### src/rtl/jtag_rom_pkg.sv
// ----------------------------------------------------------------------------
// jtag_rom_pkg
// Shared constants and the ROM content function for the JTAG ROM data
// register. The "ROM" is a pure function of the address: the address byte
// is replicated across the word and XORed with a fixed seed, so no storage
// is needed.
// ----------------------------------------------------------------------------
package jtag_rom_pkg;

    localparam int DR_W   = 64;
    localparam int ADDR_W = 8;

    localparam logic [DR_W-1:0] ROM_SEED = 64'h0123_4567_89AB_CDEF;

    // Word returned for a given table address.
    function automatic logic [DR_W-1:0] rom_word(input logic [ADDR_W-1:0] addr);
        return {(DR_W / ADDR_W){addr}} ^ ROM_SEED;
    endfunction

endpackage

### src/rtl/jtag_rom_table.sv
// ----------------------------------------------------------------------------
// jtag_rom_table
// Combinational address-to-word lookup for the JTAG ROM data register.
//
// Ports:
//   i_addr  in  ADDR_W  table address
//   o_word  out DR_W    table word for i_addr
// ----------------------------------------------------------------------------
module jtag_rom_table
    import jtag_rom_pkg::*;
(
    input  logic [ADDR_W-1:0] i_addr,
    output logic [DR_W-1:0]   o_word
);

    assign o_word = rom_word(i_addr);

endmodule

### src/rtl/jtag_rom_dr.sv
// ----------------------------------------------------------------------------
// jtag_rom_dr
// 64-bit user data register behind a BSCAN-style TAP user primitive, backed
// by a 256-word read-only table. The host shifts an address into the DR and
// pulses UPDATE to latch it; a later CAPTURE loads the addressed table word,
// which is then shifted out LSB-first on TDO.
//
// Ports:
//   TCK                 in   functional clock (all state on rising edge)
//   rst_n               in   asynchronous active-low reset
//   clk_p               in   board clock, same net as TCK (not used by logic)
//   RESET               in   TAP test-logic-reset, synchronous, active-high
//   SEL                 in   user DR selected; gates CAPTURE/SHIFT/UPDATE
//   CAPTURE/SHIFT/UPDATE in  TAP DR strobes
//   RUNTEST, TMS        in   status only
//   TDI                 in   serial data in
//   TDO                 out  serial data out (dr[0])
//   i_dip[15:0]         in   switches; i_dip[15] selects LED view
//   LED[15:0]           out  dr[15:0] when i_dip[15]=1, else zero-extended addr
//   LED16_R/G/B, LED17_R/G/B out strobe indicators
// ----------------------------------------------------------------------------
module jtag_rom_dr
    import jtag_rom_pkg::*;
#(
    parameter int DR_W   = jtag_rom_pkg::DR_W,
    parameter int ADDR_W = jtag_rom_pkg::ADDR_W
) (
    input  logic        TCK,
    input  logic        rst_n,
    input  logic        clk_p,
    input  logic        RESET,
    input  logic        SEL,
    input  logic        CAPTURE,
    input  logic        SHIFT,
    input  logic        UPDATE,
    input  logic        RUNTEST,
    input  logic        TMS,
    input  logic        TDI,
    output logic        TDO,
    input  logic [15:0] i_dip,
    output logic [15:0] LED,
    output logic        LED16_R,
    output logic        LED16_G,
    output logic        LED16_B,
    output logic        LED17_R,
    output logic        LED17_G,
    output logic        LED17_B
);

    logic [DR_W-1:0]   r_dr;
    logic [ADDR_W-1:0] r_addr;
    logic [DR_W-1:0]   w_rom_word;

    // Inputs that exist only for board-level compatibility.
    logic w_unused;
    assign w_unused = ^{clk_p, TMS, i_dip[14:0]};

    jtag_rom_table u_table (
        .i_addr (r_addr),
        .o_word (w_rom_word)
    );

    // RESET outranks everything; among the SEL-gated strobes CAPTURE wins
    // over SHIFT, which wins over UPDATE.
    always_ff @(posedge TCK or negedge rst_n) begin
        if (!rst_n) begin
            r_dr   <= '0;
            r_addr <= '0;
        end else if (RESET) begin
            r_dr   <= '0;
            r_addr <= '0;
        end else if (SEL) begin
            if (CAPTURE) begin
                r_dr <= w_rom_word;
            end else if (SHIFT) begin
                r_dr <= {TDI, r_dr[DR_W-1:1]};
            end else if (UPDATE) begin
                r_addr <= r_dr[ADDR_W-1:0];
            end
        end
    end

    // TDO comes straight from the register so the host can sample it on the
    // falling edge that follows each capture/shift edge.
    assign TDO = r_dr[0];

    assign LED = i_dip[15] ? r_dr[15:0] : {{(16-ADDR_W){1'b0}}, r_addr};

    assign LED16_R = RESET;
    assign LED16_G = SEL & SHIFT;
    assign LED16_B = SEL & CAPTURE;
    assign LED17_R = SEL & UPDATE;
    assign LED17_G = RUNTEST;
    assign LED17_B = SEL;

endmodule

### config.mk
export PLATFORM = sky130hd
export DESIGN_NAME = jtag_rom_dr
export DESIGN_NICKNAME = d
export VERILOG_FILES = /design/src/rtl/jtag_rom_pkg.sv /design/src/rtl/jtag_rom_table.sv /design/src/rtl/jtag_rom_dr.sv
export SDC_FILE = /design/constraint.sdc
export NUM_CORES = 1
export LEC_CHECK = 0
export ABC_CLOCK_PERIOD_IN_PS = 2900
export CORE_UTILIZATION = 30
export DETAILED_ROUTE_END_ITERATION = 16
export PLACE_DENSITY_LB_ADDON = 0.05
export SLEW_MARGIN = 20
export SYNTH_ARGS = -nofsm -noshare
export SYNTH_HDL_FRONTEND = slang
export SYNTH_HIERARCHICAL = 1
export SYNTH_SLANG_ARGS = --single-unit
### constraint.sdc
create_clock -name TCK -period 2.9 [get_ports TCK]
set_input_delay 0.87 -clock TCK [delete_from_list [all_inputs] [get_ports TCK]]
set_output_delay 0.87 -clock TCK [all_outputs]
set_load 0.02 [all_outputs]
=== Yosys cells after proc, flatten, opt, wreduce, memory -nomap -nowiden ===
Index checks and enable logic that the tools add are counted.

* Flip-flop bits (word level): 72
* Output and inout bits: 23
* Logic and storage cells: 23

* Eq/ne operators: 2
* Multiplexer cells: 10
* Bitwise logic cells: 4
* Reductions and logical operators: 5

{| class="wikitable"
|+ Operators with widths
! operator !! number
|-
| two-way mux 64 bit || 4
|-
| two-way mux 8 bit || 5
|-
| NOT 32 bit || 1
|-
| two-way mux 16 bit || 1
|-
| != test 2 bit (second input constant) || 2
|-
| AND reduction 4 bit || 1
|-
| nonzero test 2 bit || 2
|-
| AND 1 bit || 3
|-
| nonzero test 3 bit || 1
|-
| AND reduction 2 bit || 1
|}

=== Depth between registers and ports, before layout ===
* Word-level depth: 5
* Gate-level depth with buffers: 5

=== Hierarchy ===
The synthesis kept the hierarchy.

{| class="wikitable"
|+ Modules (own cells, without submodules)
! module !! times used !! cells an instance !! area each (sq um) !! seq. area each (sq um)
|-
| jtag_rom_dr || 1 || 345 || 4556.9 || 1801.7
|-
| jtag_rom_table || 1 || 64 || 454.2 || 0.0
|}

=== Least setup slack after synthesis ===
Ideal clock, no wire load.

* Path type: input -> output
* Start point: input i_dip[15]
* End point: output LED[6]
* Data arrival time: 1.581 ns
* Required time: 2.030 ns
* Slack: 0.449 ns
* Stages on the path: 3
* Path buffers: 2
* Path through: buf_2 > buf_2 > mux2_2

* Longest elaborated chain between the ends: 1

{| class="wikitable"
|+ RTL lines
! what !! RTL line !! text
|-
| from (decl) || jtag_rom_dr.sv:40 || <nowiki>input logic [15:0] i_dip,</nowiki>
|-
| two-way mux 16 bit || jtag_rom_dr.sv:87 || <nowiki>assign LED = i_dip[15] ? r_dr[15:0] : {{(16-ADDR_W){1'b0}}, r_addr};</nowiki>
|-
| to (decl) || jtag_rom_dr.sv:41 || <nowiki>output logic [15:0] LED,</nowiki>
|}

Every way passes these cells.

=== Final worst setup path ===
* Start point: input SEL
* End point: output LED17_R

* Longest elaborated chain between the ends: 1

{| class="wikitable"
|+ RTL lines
! what !! RTL line !! text
|-
| from (decl) || jtag_rom_dr.sv:32 || <nowiki>input logic SEL,</nowiki>
|-
| AND 1 bit || jtag_rom_dr.sv:92 || <nowiki>assign LED17_R = SEL & UPDATE;</nowiki>
|-
| to (decl) || jtag_rom_dr.sv:45 || <nowiki>output logic LED17_R,</nowiki>
|}

Every way passes these cells.

==> flow_metrics.py <==
metrics = {
    "critical_path": {
        "cp.arrival_ns": 1.86,
        "crit_required_ns": 2.03,
        "startpoint_type": "primary input",
        "r2r_end": "r_dr[5]",
        "path_max_fanout": 5,
        "timing.critical_path.to": "LED17_R",
        "rr_worst_depth": 4,
        "timing.rr.start": "r_addr[5]",
        "end_kind": "output pin",
        "regToRegSetupSlack_ns": 1.74,
        "crit_path_start": "SEL",
        "crit_type": "primary input to output pin",
    },
    "synth": {
        "synth_ff_type": "dfrtp_1",
        "synth-seq-area-share": 0.360,
        "synth_fp_nets": 436,
        "yosys.area.top_type": "dfrtp_1",
        "syn_area_per_cell_um2": 12.3,
        "synth-edff-count": 0,
        "syn_inst": 409,
        "synthTopCellsByArea": "dfrtp_1 (36%), o32ai_2 (19%), mux2i_1 (14%)",
        "netlist.area_leader.share": 0.360,
        "async_reset_ff_frac": 1.00,
        "synthesis.area_um2": 5010,
        "synthTopCellsByCount": "dfrtp_1 (72), mux2i_1 (72), nand2b_1 (72), buf_4 (67), o32ai_2 (60)",
        "yosysWarnings": 6,
        "synth_seq_cells": 72,
        "post_synth_num_cell_types": 19,
    },
    "clocking": {
        "cts_root_buffer": "clkbuf_16",
        "cts.sinks": 72,
        "cts_tree": "done",
        "clock_path_buffers": 2,
        "clk_latency_ns": 0.34,
        "postCtsHoldBufs": 0,
        "cts_buffers": 9,
        "clk_pin_slew_ns": 0.06,
        "h-tree-depth": 3,
    },
    "sta": {
        "fin_crit_ns": 2.73,
        "finalCritPeriodShare": 0.940,
        "setup_violations": 0,
        "tightestPinTransition_ns": 0.666,
        "worst_clock_skew_ns": 0.00743,
        "rsz0062_at_grt": "no",
        "max-slew-margin-rel": 0.556,
        "hold_viol_final": 0,
        "setup-tns-final_ns": 0,
        "hold_ws_ns": 0.485,
        "max_freq_ghz": 0.367,
        "drv_slew": 0,
        "layout_setup_ws_ns": 0.174,
    },
    "power": {
        "ir_worst_vdd_uv": 399,
        "p_per_area_nw_per_um2": 517,
        "total_power_mw": 2.76,
        "leakage_nw": 2.24,
    },
    "place": {
        "numPortBuffers": 30,
        "post_dp_cell_area_um2": 5020,
        "place_hpwl_um": 6930,
        "place_inst": 575,
        "routabilityCongestion": 0.661,
        "dp_slack_ns": -0.386,
    },
    "layout": {
        "drive_above_1_share": 0.310,
        "ff_latch_area_um2": 1800,
        "antennaDiodeCount": 0,
        "final_core_utilization": 0.331,
        "nFillCells": 1642,
        "fin_area_um2": 5330,
        "multi_input_area_um2": 2390,
        "fin_cells": 590,
        "area_delta_synth_final_pct": 6.29,
        "nNetsFinal": 397,
    },
    "route": {
        "wl_per_cell_um": 20.4,
        "drtIter0Drc": 120,
        "drt_pass1_iterations": 4,
        "drc": 0,
        "viasPerCell": 4.85,
        "routed_wl_um": 12000,
        "antenna_left": 0,
        "num_vias": 2864,
    },
    "hold_path": {
        "min_path_type": "primary input to asynchronous set/reset pin",
    },
    "die": {
        "fp.dieArea_um2": 17200,
        "core_um2": 16100,
        "start_util": 0.311,
        "die_width_um": 131,
        "rows": 46,
        "die_h_um": 131,
        "io_pins": 50,
    },
    "grt": {
        "antenna_found_initial": 0,
        "grt-ovfl-total": 0,
        "grt_pass1_wl_um": 19300,
        "grt_max_degree": 74,
        "grt_pass1_vias": 3100,
        "track_usage": 0.146,
    },
    "run": {
        "maxCapViolCount": 0,
    },
    "run_status": {
        "outcome": "finished, final reports clean",
    },
}
-- per-layer routing --
layer,vias up,track usage,share of wire
met2,36,0.220,0.45
met5,-,0,0
met1,1488,0.208,0.52
met3,8,0.0320,0.023
met4,0,0.0392,0.010
li1,1332,-,-
-- logic make-up after synthesis --
| family | count (synthesis) | share of synthesized area |
|---|---|---|
| buffers and inverters | 106 | 0.165 |
| AND/OR/NAND/NOR | 86 | 0.111 |
| multiplexers | 80 | 0.162 |
| flip-flops | 72 | 0.360 |
| AO/OA/AOI/OAI | 65 | 0.203 |
-- worst max-delay path: stages --
cell	delay (ns)
clkdlybuf4s50_1	0.52
and2_1	0.14
dlygate4sd2_1	0.33
-- cells in the final DEF, fill, tap and decap left out, drive strengths merged, types with 3 or more instances in the layout --
cell type / n
and2: 11
buf: 30
bufinv: 3
clkbuf: 10
clkdlybuf4s50: 6
dfrtp: 72
dlygate4sd2: 11
inv: 7
mux2: 8
mux2i: 72
nand2b: 73
o32ai: 64
-- flip-flops by register name, summed over array words and instances, names as in the netlist --
name	cells
r_addr	8
r_dr	64
-- cell type report --
type	instances	share of cell area
clock buffer	10	0.0449
tap	216	0.0507
clock inverter	5	0.0197
timing repair buffer	49	0.0923
inverter	7	0.00493
multi-input combinational	231	0.449
sequential	72	0.338
-- worst min-delay path by stage --
stage / start / to / cells after the start
6_report: rst_n / r_dr[39] / 1
5_1_grt: rst_n / r_dr[39] / 1
4_1_cts: rst_n / r_dr[29] / 1
3_5_place_dp: r_dr[41] / r_dr[41] / 2
3_3_place_gp: r_dr[41] / r_dr[41] / 2
2_1_floorplan: r_dr[41] / r_dr[41] / 2
-- power breakdown --
part           switching (mW)  total (mW)  internal [mW]
registers              0.0252        1.06           1.04
clock network           0.455        1.31          0.859
logic                   0.217       0.377          0.160
-- what timing repair did --
item | 4_1_cts | 5_1_grt
gates cloned | 0 | 0
setup buffers | 0 | 0
endpoints found under the setup margin | 19 | 11
resized for setup | 45 | 2
(Power assumes the default switching activity.)
